**src/rtl/shifter_pkg.sv**
```systemverilog
// Shared encodings for the iterative shifter: operation modes and FSM states.
package shifter_pkg;

   typedef enum logic [1:0] {
      MODE_LSL = 2'b00,
      MODE_LSR = 2'b01,
      MODE_ASR = 2'b10,
      MODE_ROR = 2'b11
   } mode_t;

   typedef enum logic [1:0] {
      ST_IDLE  = 2'b00,
      ST_SHIFT = 2'b01,
      ST_DONE  = 2'b10
   } state_t;

   // Bits needed to hold a per-iteration shift amount of 0..step.
   function automatic int step_amt_w(input int step);
      return $clog2(step + 1);
   endfunction

endpackage

```
**src/rtl/shift_step.sv**
```systemverilog
// One combinational iteration of the shifter: shifts by 0..STEP positions.
// ROR is only built when ITER_SHIFTER_ROTATE_EN is defined; otherwise MODE_ROR passes data through.
module shift_step
   import shifter_pkg::*;
#(
   parameter int  WIDTH = 32,
   parameter int  STEP  = 1,
   localparam int SA_W  = step_amt_w(STEP)
) (
   input  logic [WIDTH-1:0] data,
   input  mode_t            mode,
   input  logic [SA_W-1:0]  amount,
   input  logic             sign,
   output logic [WIDTH-1:0] shifted
);

   logic [WIDTH-1:0] fill_mask;

   // Ones in the MSB positions vacated by a right shift of this iteration.
   assign fill_mask = ~({WIDTH{1'b1}} >> amount);

   always_comb begin
      shifted = data;
      case (mode)
         MODE_LSL: shifted = data << amount;
         MODE_LSR: shifted = data >> amount;
         MODE_ASR: shifted = (data >> amount) | (sign ? fill_mask : '0);
         MODE_ROR: begin
`ifdef ITER_SHIFTER_ROTATE_EN
            shifted = (data >> amount) | (data << (WIDTH - int'(amount)));
`else
            shifted = data;
`endif
         end
         default:  shifted = data;
      endcase
   end

endmodule

```
**src/rtl/iter_shifter.sv**
```systemverilog
// Iterative barrel-shifter replacement: shifts by up to STEP bits per clock.
// Define ITER_SHIFTER_ROTATE_EN to enable ROR; otherwise ROR requests complete unshifted with OUT_ERR set.
module iter_shifter
   import shifter_pkg::*;
#(
   parameter int  WIDTH = 32,
   parameter int  STEP  = 1,
   localparam int AMT_W = $clog2(WIDTH)
) (
   input  logic             CLK,
   input  logic             RST_N,
   input  logic             IN_VALID,
   output logic             IN_READY,
   input  logic [1:0]       MODE,
   input  logic [AMT_W-1:0] AMT,
   input  logic [WIDTH-1:0] INPUT,
   output logic             OUT_VALID,
   input  logic             OUT_READY,
   output logic [WIDTH-1:0] OUTPUT,
   output logic             OUT_ERR
);

   localparam int SA_W = step_amt_w(STEP);

   state_t           state;
   state_t           state_nxt;
   logic [WIDTH-1:0] work;
   logic [AMT_W-1:0] rem;
   logic [AMT_W-1:0] load_rem;
   mode_t            mode_q;
   logic             sign_q;
   logic [SA_W-1:0]  step_amt;
   logic [WIDTH-1:0] stepped;
   logic             accept;
   logic             advance;

   assign accept  = IN_VALID && (state == ST_IDLE);
   assign advance = (state == ST_SHIFT) && (rem != '0);

   always_ff @(posedge CLK or negedge RST_N) begin
      if (!RST_N) begin
         state <= ST_IDLE;
      end else begin
         state <= state_nxt;
      end
   end

   always_comb begin
      state_nxt = state;
      case (state)
         ST_IDLE:  if (IN_VALID)   state_nxt = ST_SHIFT;
         ST_SHIFT: if (rem == '0)  state_nxt = ST_DONE;
         ST_DONE:  if (OUT_READY)  state_nxt = ST_IDLE;
         default:                  state_nxt = ST_IDLE;
      endcase
   end

   // Each iteration moves min(STEP, rem) positions.
   always_comb begin
      if (rem >= AMT_W'(STEP)) begin
         step_amt = SA_W'(STEP);
      end else begin
         step_amt = SA_W'(rem);
      end
   end

`ifdef ITER_SHIFTER_ROTATE_EN
   assign load_rem = AMT;
`else
   // Unsupported rotate behaves like a zero-length shift.
   assign load_rem = (mode_t'(MODE) == MODE_ROR) ? '0 : AMT;
`endif

   shift_step #(
      .WIDTH (WIDTH),
      .STEP  (STEP)
   ) u_step (
      .data    (work),
      .mode    (mode_q),
      .amount  (step_amt),
      .sign    (sign_q),
      .shifted (stepped)
   );

   always_ff @(posedge CLK or negedge RST_N) begin
      if (!RST_N) begin
         work   <= '0;
         rem    <= '0;
         mode_q <= MODE_LSL;
         sign_q <= 1'b0;
      end else if (accept) begin
         work   <= INPUT;
         rem    <= load_rem;
         mode_q <= mode_t'(MODE);
         sign_q <= INPUT[WIDTH-1];
      end else if (advance) begin
         work   <= stepped;
         rem    <= rem - AMT_W'(step_amt);
      end
   end

`ifdef ITER_SHIFTER_ROTATE_EN
   assign OUT_ERR = 1'b0;
`else
   logic err_q;

   always_ff @(posedge CLK or negedge RST_N) begin
      if (!RST_N) begin
         err_q <= 1'b0;
      end else if (accept) begin
         err_q <= (mode_t'(MODE) == MODE_ROR);
      end
   end

   assign OUT_ERR = err_q && (state == ST_DONE);
`endif

   assign IN_READY  = (state == ST_IDLE);
   assign OUT_VALID = (state == ST_DONE);
   assign OUTPUT    = work;

endmodule

```
**config.mk**
```make
export PLATFORM = sky130hd
export DESIGN_NAME = iter_shifter
export DESIGN_NICKNAME = d
export VERILOG_FILES = /design/src/rtl/shifter_pkg.sv /design/src/rtl/shift_step.sv /design/src/rtl/iter_shifter.sv
export SDC_FILE = /design/constraint.sdc
export NUM_CORES = 1
export LEC_CHECK = 0
export BUFFER_PORTS_ARGS = -buffer_cell sky130_fd_sc_hd__buf_2
export CAP_MARGIN = 20
export CORE_MARGIN = 3
export CORE_UTILIZATION = 50
export DETAILED_ROUTE_END_ITERATION = 8
export PLACE_DENSITY = 0.73
export RECOVER_POWER = 50
export SETUP_SLACK_MARGIN = 0.3
export SLEW_MARGIN = 10
export SYNTH_ARGS = -nofsm -noshare
export SYNTH_HDL_FRONTEND = slang
export SYNTH_HIERARCHICAL = 1
export SYNTH_SLANG_ARGS = --single-unit
```
**constraint.sdc**
```tcl
create_clock -name CLK -period 6 [get_ports CLK]
set_clock_uncertainty 0.05 [all_clocks]
set_input_delay 1.2 -clock CLK [delete_from_list [all_inputs] [get_ports CLK]]
set_output_delay 1.2 -clock CLK [all_outputs]
set_load 0.03 [all_outputs]
```
* Word-level counts from Yosys, hierarchy flattened *
Index checks and enable logic that the tools add are counted.

word-level totals
  register bits after elaboration = 43
  bits in latches = 0
  memory bits (writable) = 0
  bits in read-only memories = 0
  input bits = 43
  output and inout bits = 35
  word-level logic and storage cells = 45
  memories = 0

operators by class
  add/subtract/negate cells = 1
  multipliers = 0
  divide/modulo/power cells = 0
  $lt $le $gt $ge = 1
  equal/unequal tests = 10
  shifts and indexed selects = 3
  muxes and demuxes = 12
  bitwise gates (word level) = 2
  reductions and logical operators = 10

operator list
  cell                     number
  $mux W32                 3
  $pmux W32 S3             1
  $not A32 Y32             1
  $or A32 B32 Y32          1
  $shl A32 B1 Y32          1
  $shr A32 B1 Y32          1
  $shr A32 B1 Y32 const A  1
  $mux W5                  3
  $eq A2 B2 Y1 const B     4
  $mux W2                  3
  $pmux W2 S3              1
  $ge A5 B1 Y1 const B     1
  $logic_not A5 Y1         1
  $reduce_bool A5 Y1       1
  $sub A5 B1 Y5            1
  $eq A2 B1 Y1 const B     2
  $logic_not A2 Y1         2
  $ne A2 B1 Y1 const B     2
  $ne A2 B2 Y1 const B     2
  $logic_and A1 B1 Y1      3
  $reduce_and A3 Y1        1
  $reduce_and A2 Y1        1
  $reduce_bool A2 Y1       1
  $mux W1                  1

* Logic depth before layout (Yosys ltp) *
Gate-level depths: netlist of run 1.

  depth in word-level cells = 9
  mapped depth = 11
  gate-level depth less buffers = 8

* Modules after synthesis *
The synthesis of run 1 kept the hierarchy.

modules (own cells, without submodules)
  module        instances  cells each  area each (µm²)
  iter_shifter  1          172         2289.7
  shift_step    1          150         1063.5

* Worst setup path after synthesis of run 1 *
Ideal clock, no wire load.

  path kind = flip-flop to output port
  from = reg state[0]
  to = out OUT_ERR
  arrival time = 1.434 ns
  path slack = 3.316 ns
  stages on the path, launching flop included = 4
  cells stage by stage = dfrtp_1 -> buf_4 -> nor2b_1 -> and2_1

between the ends
  longest elaborated chain between the ends = 2

ends and longest elaborated chain
  element                   RTL line             text
  start: declaration        iter_shifter.sv:25   state_t state;
  start signal: assignment  iter_shifter.sv:44   state <= state_nxt;
  $eq A2 B2 Y1              n/a
  net OUT_VALID             iter_shifter.sv:17   output logic OUT_VALID,
  $logic_and A1 B1 Y1       iter_shifter.sv:115  assign OUT_ERR = err_q && (state == ST_DONE);
  end: declaration          iter_shifter.sv:20   output logic OUT_ERR

The timed path passes the listed nets, and every way through them passes these cells.

* Worst setup path after layout of run 1 *
  from = in IN_VALID
  to = reg work[2] (netlist: OUTPUT[2])

between the ends
  longest elaborated chain between the ends = 3
  elaborated cells on any way between the ends = 5

ends and longest elaborated chain
  element                                                              RTL line            text
  start: declaration                                                   iter_shifter.sv:12  input logic IN_VALID,
  $logic_and A1 B1 Y1 *                                                iter_shifter.sv:37  assign accept = IN_VALID && (state == ST_IDLE);
  $ne A2 B2 Y1 (no source line) or $reduce_bool A2 Y1 (tied branches)  n/a
  $reduce_and A2 Y1 (no source line)                                   n/a
  end signal: assignment                                               iter_shifter.sv:97  work <= stepped;
  end: declaration                                                     iter_shifter.sv:27  logic [WIDTH-1:0] work;

Every way passes the cells marked *; elsewhere a longest branch is shown, timed or not.
A chain may end at the register's enable or synchronous reset.

==> impl_metrics.env, run 1 <==
export IMPL_status="complete, but fails checks"
export IMPL_violations="capacitance limit, slew limit"
export IMPL_cp_slowest_cell="clkbuf_1"
export IMPL_path_delay_family="buffers and inverters"
export IMPL_clk_latency_ns=0.29
export IMPL_maxUsedRoutingLayer="met4"
export IMPL_rsz0062_at_grt="false"
export IMPL_synth_xor_area_share_pct=0.261
export IMPL_ys_ff_latch=43
export IMPL_ios=78
export IMPL_yosys_area_top_type="dfrtp_1"
export IMPL_vdd_drop_max_mv=0.321
export IMPL_drive_gt1_share_pct=42.1
export IMPL_grt_overflow_total=0
export IMPL_holdBufCountCts=0
export IMPL_synth_commonest_cells="mux2_2 (69), o22ai_1 (56), dfrtp_1 (43), a21oi_1 (34), nand2_1 (14)"
export IMPL_synth_top_family_by_area="multiplexers"
export IMPL_area_delta_synth_final_pct=10.7
export IMPL_post_route_min_period_ns=3.81
export IMPL_crit_arrival_ns=3.94
export IMPL_antenna_cells=0
export IMPL_yosys_warnings=6
export IMPL_fin_setup_tns_ns=0
export IMPL_synthMuxAreaShare_pct=32.7
export IMPL_dieArea_sq_um=7720
export IMPL_dp_final_hpwl_microns=5160
export IMPL_powerDensity_nw_per_um2=605
export IMPL_final_hold_viol_count=0
export IMPL_h_tree_depth=2
export IMPL_vias=2807
export IMPL_worst_path_buf_inv=2
export IMPL_syn_inst=322
export IMPL_synthFlopType="dfrtp_1"
export IMPL_grt_first_pass_wirelength_microns=13000
export IMPL_ys_seq_area_share_pct=32.1
export IMPL_post_cts_setup_buffer_count=0
export IMPL_worstMarginPinSlew_ns=2.18
export IMPL_synth_top_cell_area_share_pct=32.1
export IMPL_grt_util_all_layers_pct=21.0
export IMPL_crit_top_cell="clkbuf_1"
export IMPL_cts_clk_slew_worst_paths_ns=0.08
export IMPL_postRouteWirelength_microns=7810
export IMPL_cp_required_ns=6.13
export IMPL_fp_dieH_microns=87.9
export IMPL_async_flop_share_pct=100
export IMPL_die_x_microns=87.9
export IMPL_post_dp_cell_area_sq_um=3640
export IMPL_post_synth_top_count_cell="mux2_2"
export IMPL_port_buffer_count=77
export IMPL_path_class="primary input to flop"
export IMPL_numCtsBuffers=5
export IMPL_drtPass1Iterations=4
export IMPL_p_leak_uw=0.00143
export IMPL_antenna_found_initial=0
export IMPL_drt_iter0_markers=145
export IMPL_initial_core_util_pct=52.2
export IMPL_cts_root_buf="clkbuf_8"
export IMPL_design_area_sq_um=3710
export IMPL_start_kind="primary input"
export IMPL_critPathMaxStageDelay_ns=1.57
export IMPL_slew_headroom_pct=-45.0
export IMPL_vias_per_cell=6.12
export IMPL_avgSynthCellArea_sq_um=10.4
export IMPL_syn_nets=366
export IMPL_maxCapViolCount=2
export IMPL_ant_nets=0
export IMPL_synthDistinctLibCells=44
export IMPL_synth_edf_count=0
export IMPL_startpoint="IN_VALID"
export IMPL_grt_pass1_vias=2716
export IMPL_dr_wl_met3_microns=460
export IMPL_crit_chain="clkbuf_1, nor3b_1, clkbuf_1, mux2_2, mux2_1"
export IMPL_cts_sinks=43
export IMPL_synth_area_top_cells="dfrtp_1 (32%), mux2_2 (23%), o22ai_1 (10%), a21oi_1 (5.1%), mux2_4 (4.9%)"
export IMPL_cts_tree="yes"
export IMPL_gp_congestion=0.838
export IMPL_setup_viol=0
export IMPL_fmax_ghz=0.262
export IMPL_n_fill_cell=586
export IMPL_yosys_area_share_simple_pct=6.57
export IMPL_wl_per_cell_microns=17.0
export IMPL_hold_start="sign_q$_DFFE_PN0P_"
export IMPL_fin_nets=425
export IMPL_finalMaxSlewViolations=75
export IMPL_ctsResizeCount=0
export IMPL_clock_path_buffers=2
export IMPL_r2r_start="rem[2]$_DFFE_PN0P_"
export IMPL_path_max_fanout=39
export IMPL_synth_fa_ha_area_share_pct=0.373
export IMPL_coreArea_sq_um=6420
export IMPL_num_rows=29
export IMPL_syn_area_sq_um=3350
export IMPL_min_period_over_period_pct=63.5
export IMPL_hold_path_class="flop to flop"
export IMPL_grt_max_degree=44
export IMPL_end_kind="flop"
export IMPL_m1WireLength_microns=3540
export IMPL_synth_compound_area_share_pct=20.6
export IMPL_dr_wl_met2_microns=3740
export IMPL_drc=0
==> through the flow <==
stage	power [uW]	cells	setup slack (ns)	hold slack, ns	utilization [%]
3_5_place_dp	2040	450	2.75	0.422	56.7
5_1_grt	2420	459	1.93	0.477	57.8
3_3_place_gp	1990	450	2.93	0.414	56.7
6_report	2240	459	2.19	0.434	57.8
2_1_floorplan	1810	322	3.32	0.395	-
4_1_cts	2250	458	2.75	0.440	58.2
==> sequential cells by signal, indices dropped and copies added (netlist names) <==
signal and count:
err_q 1, OUTPUT 32, rem 5, mode_q 2, state 2, sign_q 1
==> area by class of cell <==
class,instances,area (sq um),area share [%]
Multi-Input combinational cell,244,2020,54.5
Sequential cell,43,1080,29.0
Timing Repair Buffer,81,393,10.6
Clock buffer,8,100,2.70
Tap cell,77,96.3,2.60
Inverter,6,22.5,0.607
==> tightest hold or removal path: cells and delay by family (launching register included) <==
kind | cells | cell delay [ns]
flip-flops | 1 | 0.35
AND/OR/NAND/NOR | 2 | 0.10
==> report_power, final <==
group	leakage [uW]	internal [uW]	switching, uW	total (uW)
Combinational	0.000913	701	682	1380
Sequential	0.000469	419	239	659
Clock	0.0000515	105	97.9	203
==> placed cells by master (no fill, tap or decap), types with 2 or more instances in the layout <==
| cell type | instances |
|---|---|
| dfrtp_1 | 43 |
| o2bb2ai_1 | 3 |
| nand3_1 | 2 |
| o22ai_1 | 56 |
| nand2b_1 | 3 |
| a21oi_1 | 34 |
| nor2_1 | 9 |
| nor2b_1 | 3 |
| mux2_4 | 11 |
| nand2_1 | 14 |
| mux2i_1 | 3 |
| buf_2 | 68 |
| clkbuf_8 | 7 |
| mux2_1 | 11 |
| mux2_2 | 69 |
| inv_1 | 5 |
| o41ai_1 | 2 |
| clkbuf_1 | 13 |
==> routing by layer <==
layer | up-vias | GRT usage, %
met5 | - | 0
met2 | 94 | 34.5
li1 | 1358 | -
met4 | 0 | 5.58
met1 | 1347 | 28.7
met3 | 8 | 3.39
==> cell families after synthesis <==
kind of cell / Yosys count
AO/OA/AOI/OAI: 108
XOR/XNOR: 1
adder cells (fa/ha/maj): 1
buffers and inverters: 35
flip-flops: 43
multiplexers: 94
AND/OR/NAND/NOR: 40
==> worst paths after layout <==
| kind | endpoint | slack (ns) | depth (start not counted) |
|---|---|---|---|
| setup / recovery | OUTPUT[2]$_DFFE_PN0P_ | 2.19 | 5 |
| hold / removal | sign_q$_DFFE_PN0P_ | 0.43 | 2 |
| setup reg to reg | OUTPUT[30]$_DFFE_PN0P_ | 2.25 | 8 |
| hold reg to reg | sign_q$_DFFE_PN0P_ | 0.43 | 2 |
| max in group asynchronous | OUTPUT[5]$_DFFE_PN0P_ | 3.13 | 2 |
| min in group asynchronous | OUTPUT[22]$_DFFE_PN0P_ | 1.05 | 1 |
Power figures use the tool's default switching activity.
==> run 2, diff against run 1 <==
- clock period: 6 -> 3.56 ns (I/O delays scaled with it)
==> run 2 against run 1 <==
  * The flow still finishes with violations (capacitance limit, slew limit)
  * Sequential power increased by 58%
  * Non-clock buffer count is 6 higher
  * Largest cell class unchanged
  * Sequential share of layout area is 0.37 points lower
  * Highest routed layer unchanged
==> impl_metrics.env, run 2 (synthesis results as in run 1) <==
export IMPL_status="complete, but fails checks"
export IMPL_violations="capacitance limit, slew limit"
export IMPL_fin_nets=431
export IMPL_post_cts_setup_buffer_count=0
export IMPL_hold_path_class="flop to flop"
export IMPL_final_cells=464
export IMPL_holdBufCountCts=0
export IMPL_critPathMaxStageDelay_ns=0.55
export IMPL_post_route_min_period_ns=2.79
export IMPL_die_x_microns=87.9
export IMPL_p_int_uw=2070
export IMPL_vdd_drop_max_mv=0.554
export IMPL_min_period_over_period_pct=78.2
export IMPL_cts_clk_slew_worst_paths_ns=0.08
export IMPL_drc=0
export IMPL_worstMarginPinSlew_ns=1.53
export IMPL_p_leak_uw=0.00146
export IMPL_powerDensity_nw_per_um2=1010
export IMPL_coreArea_sq_um=6420
export IMPL_layout_common_cells="mux2_2 (69), buf_2 (65), o22ai_1 (56)"
export IMPL_h_tree_depth=2
export IMPL_drt_iter0_markers=203
export IMPL_cp_slowest_cell="or4_1"
export IMPL_clock_path_buffers=2
export IMPL_p_sw_uw=1740
export IMPL_drive_gt1_share_pct=43.4
export IMPL_dp_cells=456
export IMPL_share_seq_of_total_power_pct=27.2
export IMPL_p_clk_share_pct=8.7
export IMPL_grt_max_degree=44
export IMPL_finalMaxSlewViolations=29
export IMPL_crit_arrival_ns=2.98
export IMPL_slew_headroom_pct=-2.28
export IMPL_grt_first_pass_wirelength_microns=13400
export IMPL_fp_dieH_microns=87.9
export IMPL_num_rows=29
export IMPL_dieArea_sq_um=7720
export IMPL_fin_setup_tns_ns=0
export IMPL_utilization_pct=58.5
export IMPL_cts_tree="yes"
export IMPL_final_common_cell="mux2_2"
export IMPL_postRouteWirelength_microns=7890
export IMPL_end_kind="flop"
export IMPL_grt_overflow_total=0
export IMPL_grt_pass1_vias=2803
export IMPL_path_class="flop to flop"
export IMPL_design_area_sq_um=3760
export IMPL_numCtsBuffers=5
export IMPL_final_hold_viol_count=0
export IMPL_crit_chain="or4_1, nor2_1, inv_2, nand2b_1, buf_4, o22ai_1, a21oi_1, mux2_2, mux2_4"
export IMPL_rsz0062_at_grt="false"
export IMPL_vias=2873
export IMPL_port_buffer_count=77
export IMPL_setup_viol=0
export IMPL_start_kind="flop"
export IMPL_fmax_ghz=0.359
export IMPL_gp_congestion=0.813
export IMPL_ant_nets=0
export IMPL_largest_reg_flops=32
export IMPL_vias_per_cell=6.19
export IMPL_cts_sinks=43
export IMPL_clk_latency_ns=0.30
export IMPL_antenna_found_initial=0
export IMPL_power_frac_comb_pct=64.1
export IMPL_switching_share_pct=45.7
export IMPL_ctsResizeCount=0
export IMPL_path_max_fanout=19
export IMPL_cts_root_buf="clkbuf_8"
export IMPL_maxCapViolCount=1
export IMPL_cp_required_ns=3.75
export IMPL_grt_util_all_layers_pct=21.3
export IMPL_wl_per_cell_microns=17.0
export IMPL_initial_core_util_pct=52.2
export IMPL_antenna_cells=0
export IMPL_dp_final_hpwl_microns=5370
export IMPL_post_dp_cell_area_sq_um=3680
export IMPL_drtPass1Iterations=4
export IMPL_area_delta_synth_final_pct=12.1
export IMPL_ios=78
## run 2: changes by cell type in the layout (fill, tap and decap cells not counted), sizes merged
| cell | change |
|---|---|
| buf | +5 |
| clkbuf | -1 |
| clkinv | +1 |
## run 2: routing by layer
layer,share of wire (%),up-vias,GRT usage [%]
met3,5.3,2,3.48
met2,48,88,35.4
met1,46,1413,29.4
met4,0.30,0,4.18
li1,-,1370,-
met5,0,-,0
## run 2: through the flow
step / hold slack [ns] / power [uW] / setup slack, ns
floorplan: 0.366 / 3060 / 1.12
global placement: 0.411 / 3400 / 0.868
detailed placement: 0.425 / 3480 / 0.834
CTS: 0.444 / 3820 / 0.814
global route: 0.476 / 4110 / 0.584
finish: 0.435 / 3810 / 0.775
## run 2: worst paths after layout
kind / end / cells after the start / from / slack [ns]
worst max-delay path: OUTPUT[22]$_DFFE_PN0P_ / 9 / rem[2]$_DFFE_PN0P_ / 0.77
worst min-delay path: err_q$_DFFE_PN0P_ / 2 / err_q$_DFFE_PN0P_ / 0.44
worst max register to register: OUTPUT[22]$_DFFE_PN0P_ / 9 / rem[2]$_DFFE_PN0P_ / 0.77
worst min register to register: err_q$_DFFE_PN0P_ / 2 / err_q$_DFFE_PN0P_ / 0.44
max in group asynchronous: sign_q$_DFFE_PN0P_ / 2 / RST_N / 1.10
min in group asynchronous: OUTPUT[20]$_DFFE_PN0P_ / 1 / RST_N / 0.45
## run 2: area by class of cell
class	count	area, sq um
Sequential cell	43	1080
Clock buffer	6	82.6
Clock inverter	1	5.00
Timing Repair Buffer	87	442
Tap cell	77	96.3
Inverter	6	22.5
Fill cell	566	2660
Multi-Input combinational cell	244	2040
## run 2: critical path, delay by kind of cell, from the launching register on
family | cells | cell delay, ns
buffers and inverters | 2 | 0.50
AO/OA/AOI/OAI | 2 | 0.30
flip-flops | 1 | 0.47
AND/OR/NAND/NOR | 3 | 1.10
multiplexers | 2 | 0.29
## run 2: power by group through the flow
stage	combinational, uW	clock (uW)	sequential, uW
after detailed placement	2440	0	1040
after floorplan	1810	0	1250
after global routing	2670	358	1080
final	2440	330	1040
after global placement	2380	0	1030
after CTS	2450	335	1030
